File: src/rtl/mips_pkg.sv
// rtl/mips_pkg.sv - shared opcodes, functs, FSM state encoding and ALU codes for the multicycle MIPS controller
package mips_pkg;

    localparam logic [5:0] OP_RTYPE = 6'b000000;
    localparam logic [5:0] OP_LW    = 6'b100011;
    localparam logic [5:0] OP_SW    = 6'b101011;
    localparam logic [5:0] OP_BEQ   = 6'b000100;
    localparam logic [5:0] OP_BNE   = 6'b000101;
    localparam logic [5:0] OP_ADDI  = 6'b001000;
    localparam logic [5:0] OP_J     = 6'b000010;

    localparam logic [5:0] FN_ADD = 6'b100000;
    localparam logic [5:0] FN_SUB = 6'b100010;
    localparam logic [5:0] FN_AND = 6'b100100;
    localparam logic [5:0] FN_OR  = 6'b100101;
    localparam logic [5:0] FN_SLT = 6'b101010;

    typedef logic [3:0] state_t;
    localparam state_t S_FETCH    = 4'd0;
    localparam state_t S_DECODE   = 4'd1;
    localparam state_t S_MEMADR   = 4'd2;
    localparam state_t S_MEMREAD  = 4'd3;
    localparam state_t S_MEMWB    = 4'd4;
    localparam state_t S_MEMWRITE = 4'd5;
    localparam state_t S_EXECUTE  = 4'd6;
    localparam state_t S_ALUWB    = 4'd7;
    localparam state_t S_BRANCH   = 4'd8;
    localparam state_t S_ADDIEX   = 4'd9;
    localparam state_t S_ADDIWB   = 4'd10;
    localparam state_t S_JUMP     = 4'd11;

    localparam logic [1:0] ALUOP_ADD   = 2'b00;
    localparam logic [1:0] ALUOP_SUB   = 2'b01;
    localparam logic [1:0] ALUOP_FUNCT = 2'b10;

    localparam logic [2:0] ALU_AND = 3'b000;
    localparam logic [2:0] ALU_OR  = 3'b001;
    localparam logic [2:0] ALU_ADD = 3'b010;
    localparam logic [2:0] ALU_SUB = 3'b110;
    localparam logic [2:0] ALU_SLT = 3'b111;

endpackage

File: src/rtl/mc_aludec.sv
// rtl/mc_aludec.sv - combinational ALU decoder: (aluop, funct) -> alucontrol
module mc_aludec
    import mips_pkg::*;
(
    input  logic [1:0] aluop,
    input  logic [5:0] funct,
    output logic [2:0] alucontrol
);

    always_comb begin
        alucontrol = ALU_ADD;
        case (aluop)
            ALUOP_ADD: alucontrol = ALU_ADD;
            ALUOP_SUB: alucontrol = ALU_SUB;
            ALUOP_FUNCT: begin
                case (funct)
                    FN_ADD:  alucontrol = ALU_ADD;
                    FN_SUB:  alucontrol = ALU_SUB;
                    FN_AND:  alucontrol = ALU_AND;
                    FN_OR:   alucontrol = ALU_OR;
                    FN_SLT:  alucontrol = ALU_SLT;
                    default: alucontrol = ALU_ADD;
                endcase
            end
            default: alucontrol = ALU_ADD;
        endcase
    end

endmodule

File: src/rtl/mips_multicycle_ctrl.sv
// rtl/mips_multicycle_ctrl.sv - multicycle MIPS control FSM; optional BNE support via MIPS_MULTICYCLE_BNE_EN
module mips_multicycle_ctrl
    import mips_pkg::*;
#(
    parameter int MEM_LAT = 1
) (
    input  logic       clk,
    input  logic       reset,
    input  logic [5:0] op,
    input  logic [5:0] funct,
    input  logic       zero,
    output logic       pcen,
    output logic       irwrite,
    output logic       iord,
    output logic       memwrite,
    output logic       regwrite,
    output logic       regdst,
    output logic       memtoreg,
    output logic       alusrca,
    output logic [1:0] alusrcb,
    output logic [1:0] pcsrc,
    output logic [2:0] alucontrol,
    output logic [3:0] state,
    output logic       illegal
);

    localparam logic [3:0] CNT_LAST = 4'(MEM_LAT - 1);

    state_t     state_q, state_d;
    logic [3:0] cnt_q;
    logic       wait_state, wait_done, op_known;
    logic       pcwrite, branch, branch_take;
    logic [1:0] aluop;

    // Only the memory-access states stretch; all others are single cycle.
    assign wait_state = (state_q == S_FETCH) || (state_q == S_MEMREAD) ||
                        (state_q == S_MEMWRITE);
    assign wait_done  = (cnt_q == CNT_LAST);

    always_comb begin
        op_known = 1'b1;
        case (op)
            OP_RTYPE, OP_LW, OP_SW, OP_BEQ, OP_ADDI, OP_J: op_known = 1'b1;
`ifdef MIPS_MULTICYCLE_BNE_EN
            OP_BNE: op_known = 1'b1;
`endif
            default: op_known = 1'b0;
        endcase
    end

    always_comb begin
        state_d = S_FETCH;
        case (state_q)
            S_FETCH:    state_d = S_DECODE;
            S_DECODE: begin
                case (op)
                    OP_LW, OP_SW: state_d = S_MEMADR;
                    OP_RTYPE:     state_d = S_EXECUTE;
                    OP_BEQ:       state_d = S_BRANCH;
`ifdef MIPS_MULTICYCLE_BNE_EN
                    OP_BNE:       state_d = S_BRANCH;
`endif
                    OP_ADDI:      state_d = S_ADDIEX;
                    OP_J:         state_d = S_JUMP;
                    default:      state_d = S_FETCH;
                endcase
            end
            S_MEMADR:   state_d = (op == OP_LW) ? S_MEMREAD : S_MEMWRITE;
            S_MEMREAD:  state_d = S_MEMWB;
            S_EXECUTE:  state_d = S_ALUWB;
            S_ADDIEX:   state_d = S_ADDIWB;
            default:    state_d = S_FETCH;
        endcase
    end

    always_ff @(posedge clk) begin
        if (!reset) begin
            state_q <= S_FETCH;
            cnt_q   <= 4'd0;
        end else if (wait_state && !wait_done) begin
            cnt_q <= cnt_q + 4'd1;
        end else begin
            state_q <= state_d;
            cnt_q   <= 4'd0;
        end
    end

`ifdef MIPS_MULTICYCLE_BNE_EN
    logic is_bne_q;

    always_ff @(posedge clk) begin
        if (!reset) begin
            is_bne_q <= 1'b0;
        end else if (state_q == S_DECODE) begin
            is_bne_q <= (op == OP_BNE);
        end
    end

    assign branch_take = branch & (is_bne_q ? ~zero : zero);
`else
    assign branch_take = branch & zero;
`endif

    always_comb begin
        pcwrite  = 1'b0;
        branch   = 1'b0;
        irwrite  = 1'b0;
        iord     = 1'b0;
        memwrite = 1'b0;
        regwrite = 1'b0;
        regdst   = 1'b0;
        memtoreg = 1'b0;
        alusrca  = 1'b0;
        alusrcb  = 2'b00;
        pcsrc    = 2'b00;
        aluop    = ALUOP_ADD;
        illegal  = 1'b0;
        case (state_q)
            S_FETCH: begin
                alusrcb = 2'b01;
                irwrite = wait_done;
                pcwrite = wait_done;
            end
            S_DECODE: begin
                alusrcb = 2'b11;
                illegal = ~op_known;
            end
            S_MEMADR: begin
                alusrca = 1'b1;
                alusrcb = 2'b10;
            end
            S_MEMREAD:  iord = 1'b1;
            S_MEMWB: begin
                memtoreg = 1'b1;
                regwrite = 1'b1;
            end
            S_MEMWRITE: begin
                iord     = 1'b1;
                memwrite = wait_done;
            end
            S_EXECUTE: begin
                alusrca = 1'b1;
                aluop   = ALUOP_FUNCT;
            end
            S_ALUWB: begin
                regdst   = 1'b1;
                regwrite = 1'b1;
            end
            S_BRANCH: begin
                alusrca = 1'b1;
                aluop   = ALUOP_SUB;
                pcsrc   = 2'b01;
                branch  = 1'b1;
            end
            S_ADDIEX: begin
                alusrca = 1'b1;
                alusrcb = 2'b10;
            end
            S_ADDIWB:   regwrite = 1'b1;
            S_JUMP: begin
                pcsrc   = 2'b10;
                pcwrite = 1'b1;
            end
            default: ;
        endcase
    end

    assign pcen  = pcwrite | branch_take;
    assign state = state_q;

    mc_aludec u_aludec (
        .aluop      (aluop),
        .funct      (funct),
        .alucontrol (alucontrol)
    );

endmodule
File: config.mk
export PLATFORM = sky130hd
export DESIGN_NAME = mips_multicycle_ctrl
export DESIGN_NICKNAME = d
export VERILOG_FILES = /design/src/rtl/mips_pkg.sv /design/src/rtl/mc_aludec.sv /design/src/rtl/mips_multicycle_ctrl.sv
export SDC_FILE = /design/constraint.sdc
export NUM_CORES = 1
export LEC_CHECK = 0
export ABC_AREA = 1
export ABC_CLOCK_PERIOD_IN_PS = 2250
export CORE_MARGIN = 4
export CORE_UTILIZATION = 30
export CTS_CLUSTER_DIAMETER = 60
export DETAILED_ROUTE_END_ITERATION = 7
export PLACE_DENSITY = 0.7
export SKIP_LAST_GASP = 1
export SLEW_MARGIN = 20
export SYNTH_ARGS = -nofsm -noshare
export SYNTH_HDL_FRONTEND = slang
export SYNTH_SLANG_ARGS = --single-unit
File: constraint.sdc
create_clock -name clk -period 2.25 [get_ports clk]
set_clock_uncertainty 0.05 [all_clocks]
set_input_delay 0.3375 -clock clk [delete_from_list [all_inputs] [get_ports clk]]
set_output_delay 0.3375 -clock clk [all_outputs]
set_load 0.02 [all_outputs]
## Word-level counts from Yosys, hierarchy flattened

Index checks and enable logic that the tools add are counted.
Widths: inputs -> output; s select.

| operators by class | value |
|---|---|
| add/sub/neg operators | 1 |
| equal/unequal tests | 22 |
| mux-type cells | 19 |
| bitwise logic cells | 3 |
| reductions and logical operators | 14 |

Operators with widths:

| cell | count |
|---|---|
| $eq 6x6->1 const B | 6 |
| $pmux 4 s6 | 1 |
| $pmux 4 s5 | 1 |
| $eq 4x3->1 const B | 4 |
| $eq 4x4->1 const B | 4 |
| $pmux 3 s4 | 1 |
| $mux 1 | 10 |
| $eq 4x2->1 const B | 2 |
| $logic_not 4->1 | 2 |
| $pmux 2 s2 | 2 |
| $eq 6x2->1 const B | 1 |
| $eq 6x3->1 const B | 1 |
| $eq 6x4->1 const B | 1 |
| $logic_not 6->1 | 1 |
| $pmux 2 s3 | 1 |
| $pmux 3 s2 | 1 |
| $reduce_or 2->1 | 3 |
| $reduce_or 6->1 | 1 |
| $add 4x1->4 const B | 1 |
| $eq 4x1->1 const B | 1 |
| $reduce_or 4->1 | 1 |
| $mux 3 | 1 |
| $reduce_or 3->1 | 1 |
| $eq 2x1->1 const B | 1 |
| other kinds (9) | 10 |

| word-level totals | value |
|---|---|
| register bits | 8 |
| output and inout bits | 20 |
| logic and storage cells | 61 |

## Depth between registers and ports, before layout

Gate-level depths: netlist of run 1.

| depth | value |
|---|---|
| word-level depth | 5 |
| gate-level depth with buffers | 9 |
| mapped depth without buffers | 9 |

## By module

A second synthesis of run 1 with hierarchy kept.

| unflattened totals | value |
|---|---|
| cells, all modules | 154 |
| area, all modules | 854.6 um^2 |

By module, submodules not included:

| module | times used | cells an instance | area each (um^2) | sequential area each (um^2) |
|---|---|---|---|---|
| mips_multicycle_ctrl | 1 | 117 | 680.7 | 160.2 |
| mc_aludec | 1 | 37 | 173.9 | 0.0 |

## Worst setup path after synthesis of run 1

Ideal clock, no wire load.

| timing | value |
|---|---|
| path kind | register to output |
| from | reg state_q[3], in the netlist state[3] |
| to | out alucontrol[0] |
| data arrival time | 2.071 ns |
| required time | 1.862 ns |
| path slack | -0.208 ns |
| cell stages (with the launch flop) | 9 |
| buffers on the path | 0 |
| path through | dfxtp_1 inv_1 nor2_1 inv_1 nor2_1 inv_1 ha_1 nand4_1 o22ai_1 |

| between the ends | value |
|---|---|
| word-level cells in the longest chain between the ends | 4 |

Ends and longest elaborated chain:

| item | RTL line | text |
|---|---|---|
| start: declaration | mips_multicycle_ctrl.sv:29 | `state_t state_q, state_d;` |
| start signal: assignment | mips_multicycle_ctrl.sv:83 | `state_q <= state_d;` |
| $eq 4x4->1 or $eq 4x3->1 (tied branches) | mips_multicycle_ctrl.sv:118 | `case (state_q)` |
| $pmux 2 s2 * | mips_multicycle_ctrl.sv:118 |  |
| $eq 2x2->1 or $eq 2x1->1 (tied branches) | mc_aludec.sv:12 | `case (aluop)` |
| $pmux 3 s2 * | mc_aludec.sv:12 |  |
| end: declaration | mips_multicycle_ctrl.sv:22 | `output logic [2:0] alucontrol,` |

Every way passes the cells marked *; elsewhere a longest branch is shown, timed or not.

## Worst setup path after layout of run 1

| timing | value |
|---|---|
| from | reg state_q[0], in the netlist state[0] |
| to | out memwrite |

| between the ends | value |
|---|---|
| word-level cells in the longest chain between the ends | 2 |

Ends and longest elaborated chain:

| item | RTL line | text |
|---|---|---|
| $eq 4x3->1 | mips_multicycle_ctrl.sv:118 |  |
| $mux 1 | mips_multicycle_ctrl.sv:118 |  |
| end: declaration | mips_multicycle_ctrl.sv:15 | `output logic memwrite,` |

No other way between the ends.

==> metrics.yaml, run 1 <==
status: "completed"
routedWlPerCell_um: 9.96
stdcell_area_um2: 1350
r2r-start: "state[2]$_SDFFE_PN0N_"
relSlewSlack_pct: 81.2
rsz0062_at_grt: "true"
yosysSeqAreaShare_pct: 20.7
drtIter0Drc: 59
io_buffers: 34
clkLatencyLatePin_ns: 0.25
muxShareOfSynthArea_pct: 0
cts_made_buffers: 3
pre_cts_ws_ns: -0.120
setup_ws_ns: 0.0884
vias: 1005
ant_nets: 0
diodes: 0
drv_slew: 0
p_seq_share_pct: 38.7
yosys.area_share.simple_pct: 51.9
synth_area_um2: 774
viasPerCell: 4.45
drc: 0
layout.nets: 218
cp-start-kind: "register"
hold_path_class: "register to register"
wirelength_um: 2250
worst_pin_slew_ns: 0.281
regArea_um2: 161
start_util_pct: 31.3
firstDrtPassIters: 4
crit_start: "state[0]$_SDFFE_PN0N_"
dpl_cell_area_um2: 1330
grt_max_degree: 6
clock.fmax_mhz: 463
r2r_slack_ns: 0.81
synth_xor_area_share_pct: 2.26
cts_sinks: 8
netlist_top_cells_area: "dfxtp_1, nand2_1, nor2_1"
arrival_ns: 1.77
dp_hpwl_um: 1940
synth_top_family_by_area: "simple AND/OR/NAND/NOR gates"
leakagePower_nw: 0.746
hold_viol: 0
drive_gt1_share_pct: 23.5
cp_num_buf_inv: 4
cp.required_ns: 1.86
min_period_ns: 2.16
worst_setup_path_end_kind: "output pin"
switchingPower_w: 0.000110
async_reset_ff_share_pct: 0
final.fill_count: 250
synth_ff_type: "dfxtp_1"
antenna_found_initial: 0
rows: 18
yosysMostFrequentCell: "nand2_1"
ir_drop_mv: 0.243
synth_cell_type_count: 20
power_density_nw_per_um2: 280
synth_nets: 157
grt_pass1_wl_um: 3870
path_clk_slew_ns: 0.06
hp-start: "cnt_q[0]$_SDFF_PN0_"
period_share_pct: 96.1
multiInputGateArea_um2: 546
synth_top_cell_by_area: "dfxtp_1"
die_y_um: 58.8
ys.warnings.count: 0
swShare_pct: 29.1
crit_type: "register to output pin"
grt_overflow: 0
cts_buffer_depth: 2
clockPowerShare_pct: 28.9
cts_tree: "done"
cpMaxStageDelayCell: "clkdlybuf4s50_1"
io_pins: 35
cp_max_fo: 4
area_growth_pct: 74.3
maxCapViolCount: 0
setup_violations: 0
p_comb_share_pct: 32.4
grt_usage_pct: 14.1
coreArea_um2: 2480
dieArea_um2: 3460
synthCells: 137
fp.dieW_um: 58.8
power.internal_w: 0.000268
worst_path_largest_cell_delay_ns: 0.61
synth_top_area_share_pct: 20.7
synthAdderAreaFrac_pct: 8.08
grt_pass1_vias: 980
htreeDepth: 1
gp_congestion: 0.853
synth-seq-cells: 8
path_cells: "buf_4, buf_4, nand2_2, inv_2, nand2_2, nor2_1, clkdlybuf4s50_1"
cts-root-buf: "clkbuf_4"
syn_area_per_cell_um2: 5.65
crit_family: "buffers and inverters"
synth_common_cells: "nand2_1, nor2_1, inv_1"
synth_compound_area_share_pct: 4.52
synth_edf_count: 0
==> worst reg2reg max path, stage by stage (launching register included) <==
cell,delay (ns)
dfxtp_1,0.34
buf_4,0.15
nor2_1,0.15
buf_4,0.15
nand2_1,0.10
nand3_2,0.09
nand2_2,0.08
nor2_4,0.13
inv_2,0.07
nor2_1,0.09
==> kinds of logic after synthesis <==
group	count (synthesis)
AND/OR/NAND/NOR	91
buffers and inverters	26
flip-flops	8
AO/OA/AOI/OAI	5
adder cells (fa/ha/maj)	5
XOR/XNOR	2
==> path summary, 6_finish.rpt <==
path,end,depth (start not counted)
worst min-delay path,cnt_q[0]$_SDFF_PN0_,1
worst min register to register,cnt_q[0]$_SDFF_PN0_,1
worst max register to register,cnt_q[0]$_SDFF_PN0_,9
worst max-delay path,memwrite,7
==> power by group through the flow <==
stage | logic [W] | registers (W) | clock network (W)
4_1_cts | 0.000123 | 0.000146 | 0.000117
5_1_grt | 0.000134 | 0.000146 | 0.000123
3_3_place_gp | 0.000127 | 0.000149 | 0
3_5_place_dp | 0.000128 | 0.000149 | 0
6_report | 0.000122 | 0.000146 | 0.000109
2_1_floorplan | 0.0000520 | 0.000153 | 0
==> registers in the layout, indices dropped and copies added, names as in the netlist <==
name	count
state	4
cnt_q	4
==> final cells by class <==
class                      instances  area share (%)
timing repair buffer              56            36.0
inverter                          26            7.23
clock buffer                       3            1.67
multi-input combinational        103            40.4
tap                               30            2.78
sequential                         8            12.0
==> metal layers <==
metal / part of all wire [%] / track usage, %
met2: 47 / 25.2
met1: 47 / 17.3
met5: 0 / 0
met3: 5.0 / 2.41
met4: 0.71 / 3.24
==> cells in the final DEF, fill, tap and decap left out <==
| master | count |
|---|---|
| nor3_1 | 1 |
| nand3b_1 | 1 |
| a21oi_1 | 2 |
| nand3_1 | 14 |
| a211o_1 | 1 |
| clkdlybuf4s50_1 | 24 |
| buf_4 | 22 |
| clkbuf_4 | 3 |
| inv_1 | 24 |
| a211o_2 | 1 |
| nand2_2 | 4 |
| ha_1 | 4 |
| xor2_1 | 1 |
| nor3b_1 | 1 |
| clkbuf_2 | 2 |
| dfxtp_1 | 7 |
| nand3_2 | 1 |
| xnor2_1 | 1 |
| nand2_1 | 34 |
| dlygate4sd2_1 | 4 |
| nand4_1 | 1 |
| o22ai_2 | 1 |
| dfxtp_2 | 1 |
| buf_2 | 2 |
| inv_2 | 2 |
| nor2_2 | 4 |
| ha_4 | 1 |
| nor2_4 | 2 |
| dlymetal6s2s_1 | 2 |
| nor2_1 | 28 |
==> per-stage QoR <==
step / setup TNS (ns) / hold WS [ns] / util [%] / instances / power, W
after floorplan: 0 / 0.380 / - / 137 / 0.000205
after global placement: -0.131 / 0.392 / 53.5 / 223 / 0.000276
after detailed placement: -0.305 / 0.411 / 53.5 / 223 / 0.000277
after CTS: -0.111 / 0.442 / 54.2 / 226 / 0.000386
after global routing: -0.00526 / 0.468 / 54.5 / 226 / 0.000403
final: 0 / 0.437 / 54.5 / 226 / 0.000378
==> timing repair <==
action                                  4_1_cts  5_1_grt
resized for setup                            12       14
buffers inserted                              0        0
hold buffers                                  0        0
endpoints found under the setup margin        8        7
pin swaps                                     0        1
Power figures use the tool's default switching activity.
==> inputs of run 2 (changes only) <==
--- a/config.mk
+++ b/config.mk
@@ -12,6 +12,7 @@
 export CTS_CLUSTER_DIAMETER = 60
 export DETAILED_ROUTE_END_ITERATION = 7
 export PLACE_DENSITY = 0.7
+export SETUP_SLACK_MARGIN = 0.05
 export SKIP_LAST_GASP = 1
 export SLEW_MARGIN = 20
 export SYNTH_ARGS = -nofsm -noshare
==> metrics.yaml, run 2 (synthesis results as in run 1) <==
holdBufCountCts: 0  # unchanged
clkLatencyLatePin_ns: 0.25  # about the same
layout_commonest_cell: "nand2_1"
hold_viol: 0  # unchanged
hold_path_class: "register to register"
cts_tree: "done"
dieArea_um2: 3460  # unchanged
fin_util_pct: 55.1  # +0.61 points
start_util_pct: 31.3  # unchanged
arrival_ns: 1.75  # -0.02 ns
grt_pass1_wl_um: 3870  # unchanged
maxCapViolCount: 0  # unchanged
hold_depth: 1  # unchanged
cts_made_buffers: 3  # unchanged
fp.dieW_um: 58.8  # unchanged
final_cell_mix: "nand2_1, nor2_1, inv_1, buf_4, clkdlybuf4s50_1"
met2_usage_pct: 25.2  # unchanged
diodes: 0  # unchanged
drtIter0Drc: 58  # -1.7%
rsz0062_at_grt: "true"
wirelength_um: 2290  # +1.8%
leakagePower_nw: 0.759  # +1.7%
met3_usage_pct: 2.41  # unchanged
gr-max-usage-layer: "met2"
period_share_pct: 94.9  # -1.1 points
final.fill_count: 248  # -0.80%
hold_ws_ns: 0.436  # -0.000759 ns
worst_setup_path_end_kind: "output pin"
die_y_um: 58.8  # unchanged
ir_drop_mv: 0.243  # about the same
crit_type: "register to output pin"
coreArea_um2: 2480  # unchanged
use_met1_pct: 17.3  # unchanged
worstRegToRegCells: 9  # unchanged
htreeDepth: 1  # unchanged
cp-start-kind: "register"
relSlewSlack_pct: 81.1  # -0.12 points
antenna_found_initial: 0  # unchanged
setup_violations: 0  # unchanged
finalSetupTns_ns: 0  # unchanged
io_buffers: 34  # unchanged
area_growth_pct: 76.3
cp.required_ns: 1.86  # about the same
grt_usage_pct: 14.1  # unchanged
cts-root-buf: "clkbuf_4"
vias: 1020  # +1.5%
routedWlPerCell_um: 10.1  # +1.3%
grt_pass1_vias: 980  # unchanged
drc: 0  # unchanged
clock.fmax_mhz: 468  # +1.2%
path_clk_slew_ns: 0.06  # about the same
layout.nets: 219  # +0.46%
grt_max_degree: 6  # unchanged
power_density_nw_per_um2: 277  # -1.0%
drv_slew: 0  # unchanged
viasPerCell: 4.49  # +1.0%
cts_sinks: 8  # unchanged
worst_pin_slew_ns: 0.283  # +0.00183 ns
rows: 18  # unchanged
power.total_w: 0.000378  # about the same
io_pins: 35  # unchanged
ant_nets: 0  # unchanged
dp_hpwl_um: 1940  # unchanged
status: "completed"
cts_buffer_depth: 2  # unchanged
gp_congestion: 0.853  # unchanged
min_period_ns: 2.14  # -0.0255 ns
grt_overflow: 0  # unchanged
drive_gt1_share_pct: 25.4  # +1.9 points
cp_max_fo: 4  # unchanged
firstDrtPassIters: 4  # unchanged
-- run 2: final timing paths --
check	from	to	slack (ns)
max reg2reg	state[2]$_SDFFE_PN0N_	cnt_q[0]$_SDFF_PN0_	0.80
min reg2reg	cnt_q[0]$_SDFF_PN0_	cnt_q[0]$_SDFF_PN0_	0.44
min	cnt_q[0]$_SDFF_PN0_	cnt_q[0]$_SDFF_PN0_	0.44
max	state[0]$_SDFFE_PN0N_	alucontrol[0]	0.11
-- run 2: critical path, stage by stage (launching register included) --
cell and delay, ns:
dfxtp_1 0.34, buf_4 0.14, nor2_1 0.17, nand2_2 0.11
inv_1 0.09, ha_1 0.20, nand4_1 0.15, o22ai_2 0.11
clkbuf_2 0.19
-- run 2: stage by stage --
stage | area [um2] | cells | worst slack (ns)
after floorplan | 783 | 137 | 0.0570
after global placement | 1330 | 223 | -0.0841
after detailed placement | 1330 | 223 | -0.120
after CTS | 1340 | 226 | -0.0643
after global routing | 1370 | 227 | -0.00465
final | 1370 | 227 | 0.114
-- run 2: area by class of cell --
| type | instances | area, um2 | area share, % |
|---|---|---|---|
| clock buffers | 3 | 22.5 | 1.65 |
| inverters | 26 | 97.6 | 7.15 |
| multi-input cells | 103 | 552 | 40.4 |
| flip-flops and latches | 8 | 161 | 11.8 |
| well taps | 30 | 37.5 | 2.75 |
| repair buffers | 57 | 494 | 36.2 |
-- run 2: repair_timing --
action / in CTS / in global routing
setup buffers: 0 / 1
gates resized for setup: 16 / 15
setup endpoints to repair: 9 / 10
pin swaps: 0 / 2
-- run 2: power by group --
part	total, W	internal (W)	leakage (nW)	switching [W]
clock network	0.000109	0.0000610	0.0138	0.0000481
logic	0.000123	0.0000629	0.680	0.0000598
registers	0.000146	0.000144	0.0653	0.00000248
-- run 2: layer usage --
| metal | up-vias | part of all wire, % | wire [um] |
|---|---|---|---|
| li1 | 540 | - | - |
| met4 | 0 | 0.92 | 21 |
| met5 | - | 0 | 0 |
| met2 | 32 | 48 | 1100 |
| met1 | 442 | 46 | 1050 |
| met3 | 6 | 5.2 | 120 |
